<file path="src/rtl/seg_display_mux.sv">
// -----------------------------------------------------------------------------
// seg_display_mux
//   Time-multiplexed driver for a 4-digit common-anode 7-segment display
//   showing MM:SS in BCD. A refresh counter steps a 2-bit scan index through
//   the four digit slots. anode and cathode are both registered, so they
//   always change together on the same edge.
//
//   Optional feature (macro SEG_BLINK_EN): while ADJ is high, the field
//   chosen by SEL (0 = minutes, 1 = seconds) blinks at a rate set by
//   BLINK_DIV. In the default build (macro undefined) ADJ and SEL are ignored.
//
// Parameters
//   REFRESH_DIV  clk cycles per digit slot
//   BLINK_DIV    clk cycles per blink half-period (SEG_BLINK_EN only)
//
// Ports
//   clk      in   system clock, rising edge
//   RESET_N  in   synchronous active-low reset
//   digits   in   [15:12] min tens, [11:8] min ones, [7:4] sec tens, [3:0] sec ones
//   ADJ      in   adjust-mode level (debounced)
//   SEL      in   field select, 0 = minutes, 1 = seconds (debounced)
//   anode    out  active-low digit enables, bit 0 = rightmost digit
//   cathode  out  active-low segments, bit 0 = a ... bit 6 = g
// -----------------------------------------------------------------------------
module seg_display_mux #(
  parameter int REFRESH_DIV = 400000,
  parameter int BLINK_DIV   = 25000000
) (
  input  logic        clk,
  input  logic        RESET_N,
  input  logic [15:0] digits,
  input  logic        ADJ,
  input  logic        SEL,
  output logic [3:0]  anode,
  output logic [6:0]  cathode
);

  localparam int RW = (REFRESH_DIV > 1) ? $clog2(REFRESH_DIV) : 1;
  localparam logic [RW-1:0] REFRESH_MAX = RW'(REFRESH_DIV - 1);

  // BCD to active-low segments (g..a); codes 10-15 blank the digit.
  function automatic logic [6:0] seg7(input logic [3:0] n);
    case (n)
      4'd0:    seg7 = 7'b1000000;
      4'd1:    seg7 = 7'b1111001;
      4'd2:    seg7 = 7'b0100100;
      4'd3:    seg7 = 7'b0110000;
      4'd4:    seg7 = 7'b0011001;
      4'd5:    seg7 = 7'b0010010;
      4'd6:    seg7 = 7'b0000010;
      4'd7:    seg7 = 7'b1111000;
      4'd8:    seg7 = 7'b0000000;
      4'd9:    seg7 = 7'b0010000;
      default: seg7 = 7'b1111111;
    endcase
  endfunction

  logic [RW-1:0] refresh_q, refresh_d;
  logic [1:0]    idx_q, idx_d;
  logic [3:0]    anode_q, anode_d;
  logic [6:0]    cathode_q, cathode_d;
  logic          tick;
  logic [3:0]    nib;
  logic          blank;

`ifdef SEG_BLINK_EN
  localparam int BW = (BLINK_DIV > 1) ? $clog2(BLINK_DIV) : 1;
  localparam logic [BW-1:0] BLINK_MAX = BW'(BLINK_DIV - 1);

  logic [BW-1:0] blink_q, blink_d;
  logic          phase_on_q, phase_on_d;

  // Blink timing only runs in adjust mode; leaving it restarts with the
  // field visible so re-entering adjust mode always begins "on".
  always_comb begin
    blink_d    = '0;
    phase_on_d = 1'b1;
    if (ADJ) begin
      if (blink_q == BLINK_MAX) begin
        blink_d    = '0;
        phase_on_d = ~phase_on_q;
      end else begin
        blink_d    = blink_q + 1'b1;
        phase_on_d = phase_on_q;
      end
    end
  end

  // idx_q[1] set means a minutes digit (slots 2,3). ADJ is used live so a
  // falling ADJ unblanks on the very next edge.
  assign blank = ADJ && !phase_on_q && (SEL ? !idx_q[1] : idx_q[1]);

  always_ff @(posedge clk) begin
    if (!RESET_N) begin
      blink_q    <= '0;
      phase_on_q <= 1'b1;
    end else begin
      blink_q    <= blink_d;
      phase_on_q <= phase_on_d;
    end
  end
`else
  logic unused_blink_inputs;
  assign unused_blink_inputs = ^{ADJ, SEL};
  assign blank = 1'b0;
`endif

  always_comb begin
    tick      = (refresh_q == REFRESH_MAX);
    refresh_d = tick ? '0 : refresh_q + 1'b1;
    idx_d     = tick ? idx_q + 2'd1 : idx_q;

    case (idx_q)
      2'd0:    nib = digits[3:0];
      2'd1:    nib = digits[7:4];
      2'd2:    nib = digits[11:8];
      default: nib = digits[15:12];
    endcase

    // Both outputs are derived from the same index value so they switch
    // together; digits is used live, so mid-slot changes show next edge.
    anode_d   = ~(4'b0001 << idx_q);
    cathode_d = blank ? 7'b1111111 : seg7(nib);
  end

  always_ff @(posedge clk) begin
    if (!RESET_N) begin
      refresh_q <= '0;
      idx_q     <= 2'd0;
      anode_q   <= 4'b1111;
      cathode_q <= 7'b1111111;
    end else begin
      refresh_q <= refresh_d;
      idx_q     <= idx_d;
      anode_q   <= anode_d;
      cathode_q <= cathode_d;
    end
  end

  assign anode   = anode_q;
  assign cathode = cathode_q;

endmodule

</file>
<file path="config.mk">
export PLATFORM = sky130hd
export DESIGN_NAME = seg_display_mux
export DESIGN_NICKNAME = d
export VERILOG_FILES = /design/src/rtl/seg_display_mux.sv
export SDC_FILE = /design/constraint.sdc
export NUM_CORES = 1
export LEC_CHECK = 0
export ABC_AREA = 1
export CELL_PAD_IN_SITES_DETAIL_PLACEMENT = 0
export CELL_PAD_IN_SITES_GLOBAL_PLACEMENT = 1
export CORE_MARGIN = 3
export CORE_UTILIZATION = 36
export DETAILED_ROUTE_END_ITERATION = 10
export PLACE_DENSITY_LB_ADDON = 0.1
export SKIP_CTS_REPAIR_TIMING = 1
export SLEW_MARGIN = 40
export SYNTH_ARGS = -nofsm -noshare
export SYNTH_HDL_FRONTEND = slang
export SYNTH_SLANG_ARGS = --single-unit
</file>
<file path="constraint.sdc">
create_clock -name clk -period 2.35 [get_ports clk]
set_input_delay 0.235 -clock clk [delete_from_list [all_inputs] [get_ports clk]]
set_output_delay 0.235 -clock clk [all_outputs]
set_load 0.02 [all_outputs]
</file>
==> out/metrics.csv, run 1 <==
metric,value,unit
Ys Warns,0,
asr flop ratio synth,0,
RSZ-0062 raised after global routing,no,
Initial DRT Pass Iterations,4,
Clock Latency Late Sink,0.27,ns
Net Switching,0.000255,W
# rows,24,
internal power,0.000877,W
Tcrit/Tclk final,0.838,
Total Nets Final,317,
total die area,0.00561,mm^2
multi-input logic area,956,um^2
DRC violations left,0,
total track usage,0.145,
cts bufs inserted,5,
required time worst endpoint,2.57,ns
Die H,74.9,um
final worst path period need,1.97,ns
"top cells by count, synth","nand2_1, nor2_1, dfxtp_1, inv_1, nand3_1",
number of global-route vias before repair,1429,
post-route ant nets,0,
Max Cap Violations,0,
"Distinct cells, synth",29,
"Core Util, Final",0.481,
slew margin rel.,0.771,
register area,641,um^2
CTS Buffer Depth,2,
post-synth top area cell,dfxtp_1,
leakage power,0.879,nW
Max Clock Freq,508,MHz
Final Skew,0.00592,ns
CTS H-tree lvls,2,
Comb pwr share,0.102,
GRT overflow,0,
crit end category,register,
Final Hold Viols,0,
Synth top area share,0.375,
Slew Limit Fails,0,
hold crit path type,register to register,
register area share after synthesis,0.375,
"EDFF count, synth",0,
area growth from synthesis to layout,25.8,%
count of input and output buffers,28,
initial cell density of the core,0.382,
Worst Path Arrival,2.19,ns
Worst setup SP type,register,
Die X,74.9,um
Mapped Avg Cell Area,6.76,um^2
# setup viols final,0,
sequential share of power,0.497,
Clock Power Share,0.401,
routed wire length,3730,um
Diodes inserted,0,
Avg WL per Cell,11.0,um
first-iteration detailed-routing DRC count,109,
worst-margin pin slew,0.342,ns
synth top area cells,"dfxtp_1, nand2_1, nor2_1",
Seq cells post-synth,32,
Netlist Area Pre-Place,0.00171,mm^2
share of cells above drive strength 1,0.0799,
Worst-path clk slew,0.07,ns
initial antenna violation count,0,
CTS tree,built,
worst-path fanout max,6,
VDD IR-drop max,0.000345,V
PwrDens,527,mW/mm^2
Switching Fraction,0.225,
most frequent cell after synthesis,nand2_1,
routability cong.,0.796,
clk root buf,clkbuf_8,
Core ar.,0.00447,mm^2
DR vias,1535,
global-route wire length before repair,6310,um
CP Class,register to register,
clk sink count,32,
"Top FF cell, synth",dfxtp_1,
Post-DP HPWL,2890,um
Post-Syn Nets,282,
setup TNS,0,ns
largest net degree at the start of global routing,19,
I/O pin count,31,
cells after synthesis,253,
fillers,452,
Avg Vias per Cell,4.51,
status,"complete, no violations",
power by group through the flow:
| stage | Combinational (W) | Clock, W | Sequential, W |
|---|---|---|---|
| 4_1_cts | 0.000117 | 0.000469 | 0.000562 |
| 3_3_place_gp | 0.000117 | 0 | 0.000575 |
| 2_1_floorplan | 0.0000467 | 0 | 0.000586 |
| 6_report | 0.000115 | 0.000455 | 0.000562 |
| 3_5_place_dp | 0.000117 | 0 | 0.000575 |
| 5_1_grt | 0.000130 | 0.000492 | 0.000564 |
placed cells by master (no fill, tap or decap):
master           count
a21oi_1             13
a21oi_2              1
and2_1               1
buf_4                2
clkbuf_8             7
clkdlybuf4s50_1     28
dfxtp_1             32
ha_1                 9
inv_1               23
inv_2                3
nand2_1             84
nand2_2              3
nand2_4              1
nand3_1             17
nand3b_1             2
nand4_1              7
nor2_1              37
nor2_2               2
nor2_4               1
nor3_1               1
o21ai_0              1
o21ai_1              1
o21ai_2              1
o21bai_1             1
o21bai_2             1
or2_0                1
or2_1                2
or2_2                1
xnor2_1              4
xor2_1               1
stage by stage:
step	worst slack (ns)	std cells	total power [W]	area (um^2)	hold slack, ns
3_3_place_gp	0.421	333	0.000692	2050	0.466
5_1_grt	0.176	340	0.00119	2150	0.500
2_1_floorplan	0.551	253	0.000633	1710	0.441
4_1_cts	0.377	340	0.00115	2150	0.482
3_5_place_dp	0.406	333	0.000692	2050	0.471
6_report	0.382	340	0.00113	2150	0.481
logic make-up (layout without fill, tap and decap cells):
group / after synthesis / in the layout / synth area share
flops: 32 / 32 / 0.375
compound gates: 19 / 19 / 0.0651
simple gates: 160 / 160 / 0.403
fa+ha+maj: 9 / 9 / 0.0659
buf+inv: 28 / 63 / 0.0659
xor+xnor: 5 / 5 / 0.0256
final timing paths:
kind | from | end | slack [ns] | cells past startpoint
max | idx_q[0]$_SDFFE_PN0N_ | cathode[1]$_SDFF_PN1_ | 0.38 | 8
min reg2reg | refresh_q[17]$_SDFF_PP0_ | refresh_q[17]$_SDFF_PP0_ | 0.48 | 2
min | refresh_q[17]$_SDFF_PP0_ | refresh_q[17]$_SDFF_PP0_ | 0.48 | 2
max reg2reg | idx_q[0]$_SDFFE_PN0N_ | cathode[1]$_SDFF_PN1_ | 0.38 | 8
registers in the layout (all words and copies together), names as in the netlist:
register   flops
refresh_q     19
cathode        7
anode          4
idx_q          2
worst max-delay path: stages, from the launching register on:
cell      delay, ns
dfxtp_1        0.43
inv_1          0.09
ha_1           0.27
nand2_1        0.09
nand2_1        0.07
o21bai_1       0.30
ha_1           0.31
or2_2          0.29
nand2_1        0.06
metal layers:
| metal | GRT usage | vias up | part of all wire |
|---|---|---|---|
| met3 | 0.0401 | 2 | 0.039 |
| met1 | 0.212 | 646 | 0.55 |
| met2 | 0.212 | 24 | 0.41 |
| li1 | - | 863 | - |
| met4 | 0.0296 | 0 | 0.0027 |
| met5 | 0 | - | 0 |
layout make-up:
cell class / count / area share
clock buffer: 7 / 0.0448
inverter: 26 / 0.0454
multi-input combinational: 193 / 0.444
sequential: 32 / 0.298
tap: 52 / 0.0303
timing repair buffer: 30 / 0.137
(Power assumes the default switching activity.)
==> run 2: changes to the inputs <==
clock period = 1.92 ns   (was 2.35 ns; I/O delays follow)
==> out/metrics.csv, run 2 (same netlist as run 1, synthesis figures left out) <==
metric,value,unit,change
Post-Layout Cell Count,346,,+1.8%
Clock Latency Late Sink,0.27,ns,about the same
Post-DP HPWL,3010,um,+4.1%
DR vias,1595,,+3.9%
routed wire length,3760,um,+0.94%
"reg-to-reg slack, setup",0.13,ns,-0.25 ns
sequential share of power,0.507,,+0.010
VDD IR-drop max,0.000365,V,+6.1%
PwrDens,622,mW/mm^2,+18%
r2r endpoint,cathode[1]$_SDFF_PN1_,,
required time worst endpoint,2.14,ns,-0.43 ns
Net Switching,0.000307,W,+20%
Worst setup SP type,register,,
Total Nets Final,322,,+1.6%
count of input and output buffers,28,,unchanged
Avg Vias per Cell,4.61,,+2.1%
CTS tree,built,,
worst reg2reg path startpoint,idx_q[0]$_SDFFE_PN0N_,,
Layout Cell Area excl Fill,0.00218,mm^2,+1.6%
Switching Fraction,0.226,,+0.000805
"commonest non-fill, non-tap cells in the layout","nand2_1, nor2_1, dfxtp_1",,
cell count after placement,338,,+1.5%
I/O pin count,31,,unchanged
worst-path fanout max,5,,-1
slew margin rel.,0.773,,+0.00166
status,"complete, no violations",,
Initial DRT Pass Iterations,4,,unchanged
largest net degree at the start of global routing,19,,unchanged
cell count of the worst reg-to-reg path,9,,+1
hold crit path type,register to register,,
DRC violations left,0,,unchanged
internal power,0.00105,W,+20%
Clock Power Share,0.386,,-0.015
Final Skew,0.00511,ns,-0.000812 ns
GRT overflow,0,,unchanged
share of cells above drive strength 1,0.0986,,+0.0188
Diodes inserted,0,,unchanged
area after detailed placement,0.00209,mm^2,+1.8%
Slew Limit Fails,0,,unchanged
setup TNS,0,ns,unchanged
Max Clock Freq,559,MHz,+10%
CTS Buffer Depth,2,,unchanged
clk sink count,32,,unchanged
Worst-path clk slew,0.06,ns,about the same
leakage power,0.899,nW,+2.3%
RSZ-0062 raised after global routing,no,,
Worst Path Arrival,2.01,ns,-0.18 ns
CTS H-tree lvls,2,,unchanged
routability cong.,0.798,,+0.24%
first-iteration detailed-routing DRC count,87,,-20%
cts bufs inserted,5,,unchanged
Avg WL per Cell,10.9,um,-0.81%
worst-margin pin slew,0.339,ns,-0.00285 ns
clk root buf,clkbuf_8,,
crit path to,cathode[1]$_SDFF_PN1_,,
max FFs per register,19,,unchanged
Core ar.,0.00447,mm^2,unchanged
"Core Util, Final",0.488,,+0.00755
# setup viols final,0,,unchanged
CP Class,register to register,,
Die X,74.9,um,unchanged
"leading cell type in the layout, fill and taps excluded",nand2_1,,
number of global-route vias before repair,1462,,+2.3%
crit path launch,idx_q[0]$_SDFFE_PN0N_,,
total die area,0.00561,mm^2,unchanged
Final Hold Viols,0,,unchanged
# rows,24,,unchanged
final worst path period need,1.79,ns,-0.180 ns
total track usage,0.150,,+0.00564
crit end category,register,,
post-route ant nets,0,,unchanged
initial cell density of the core,0.382,,unchanged
Tcrit/Tclk final,0.932,,+0.0940
Max Cap Violations,0,,unchanged
Comb pwr share,0.107,,+0.005
area growth from synthesis to layout,27.8,%,
global-route wire length before repair,6520,um,+3.4%
Tot Pwr,0.00136,W,+20%
register with the most flip-flops,refresh_q,,
initial antenna violation count,0,,unchanged
Die H,74.9,um,unchanged
## run 2: changes by cell type in the layout (fill, tap and decap cells not counted)
cell / delta
dfxtp_1: -2
buf_4: +5
clkbuf_1: +2
clkbuf_8: -1
dfxtp_2: +2
## run 2: area by class of cell
type / count / area (um^2)
inverter: 26 / 97.6
clock buffer: 8 / 90.1
multi-input combinational: 193 / 956
timing repair buffer: 35 / 333
sequential: 32 / 643
tap: 52 / 65.1
fill: 467 / 2290
## run 2: worst min-delay path by stage
| stage | start | end | slack (ns) | cells past startpoint |
|---|---|---|---|---|
| global placement | refresh_q[17]$_SDFF_PP0_ | refresh_q[17]$_SDFF_PP0_ | 0.47 | 2 |
| global route | refresh_q[17]$_SDFF_PP0_ | refresh_q[17]$_SDFF_PP0_ | 0.52 | 2 |
| detailed placement | refresh_q[17]$_SDFF_PP0_ | refresh_q[17]$_SDFF_PP0_ | 0.48 | 2 |
| floorplan | refresh_q[0]$_SDFF_PP0_ | refresh_q[0]$_SDFF_PP0_ | 0.44 | 1 |
| CTS | refresh_q[17]$_SDFF_PP0_ | refresh_q[17]$_SDFF_PP0_ | 0.49 | 2 |
| finish | refresh_q[17]$_SDFF_PP0_ | refresh_q[17]$_SDFF_PP0_ | 0.48 | 2 |
## run 2: critical path, stage by stage, from the launching register on
cell	delay [ns]
dfxtp_2	0.36
inv_1	0.06
ha_1	0.26
nand2_1	0.09
nand2_1	0.06
o21bai_2	0.15
inv_1	0.10
ha_1	0.29
or2_2	0.29
nand2_1	0.06
## run 2: metrics by stage
step	hold WS, ns	setup WS [ns]
after CTS	0.487	0.0768
after floorplan	0.441	0.121
final	0.481	0.131
after detailed placement	0.476	0.106
after global placement	0.469	0.116
after global routing	0.516	0.00853
## run 2: layer usage
| layer | global-route usage | routed length (um) | part of all wire |
|---|---|---|---|
| met1 | 0.220 | 1980 | 0.53 |
| met2 | 0.213 | 1580 | 0.42 |
| met3 | 0.0427 | 148 | 0.039 |
| met4 | 0.0455 | 44 | 0.012 |
| met5 | 0 | 0 | 0 |
## run 2: power groups by stage
| stage | registers (W) | logic (W) | clock network (W) |
|---|---|---|---|
| 2_1_floorplan | 0.000718 | 0.0000572 | 0 |
| 3_3_place_gp | 0.000704 | 0.000148 | 0 |
| 3_5_place_dp | 0.000704 | 0.000148 | 0 |
| 4_1_cts | 0.000689 | 0.000148 | 0.000557 |
| 5_1_grt | 0.000690 | 0.000164 | 0.000582 |
| 6_report | 0.000689 | 0.000146 | 0.000524 |
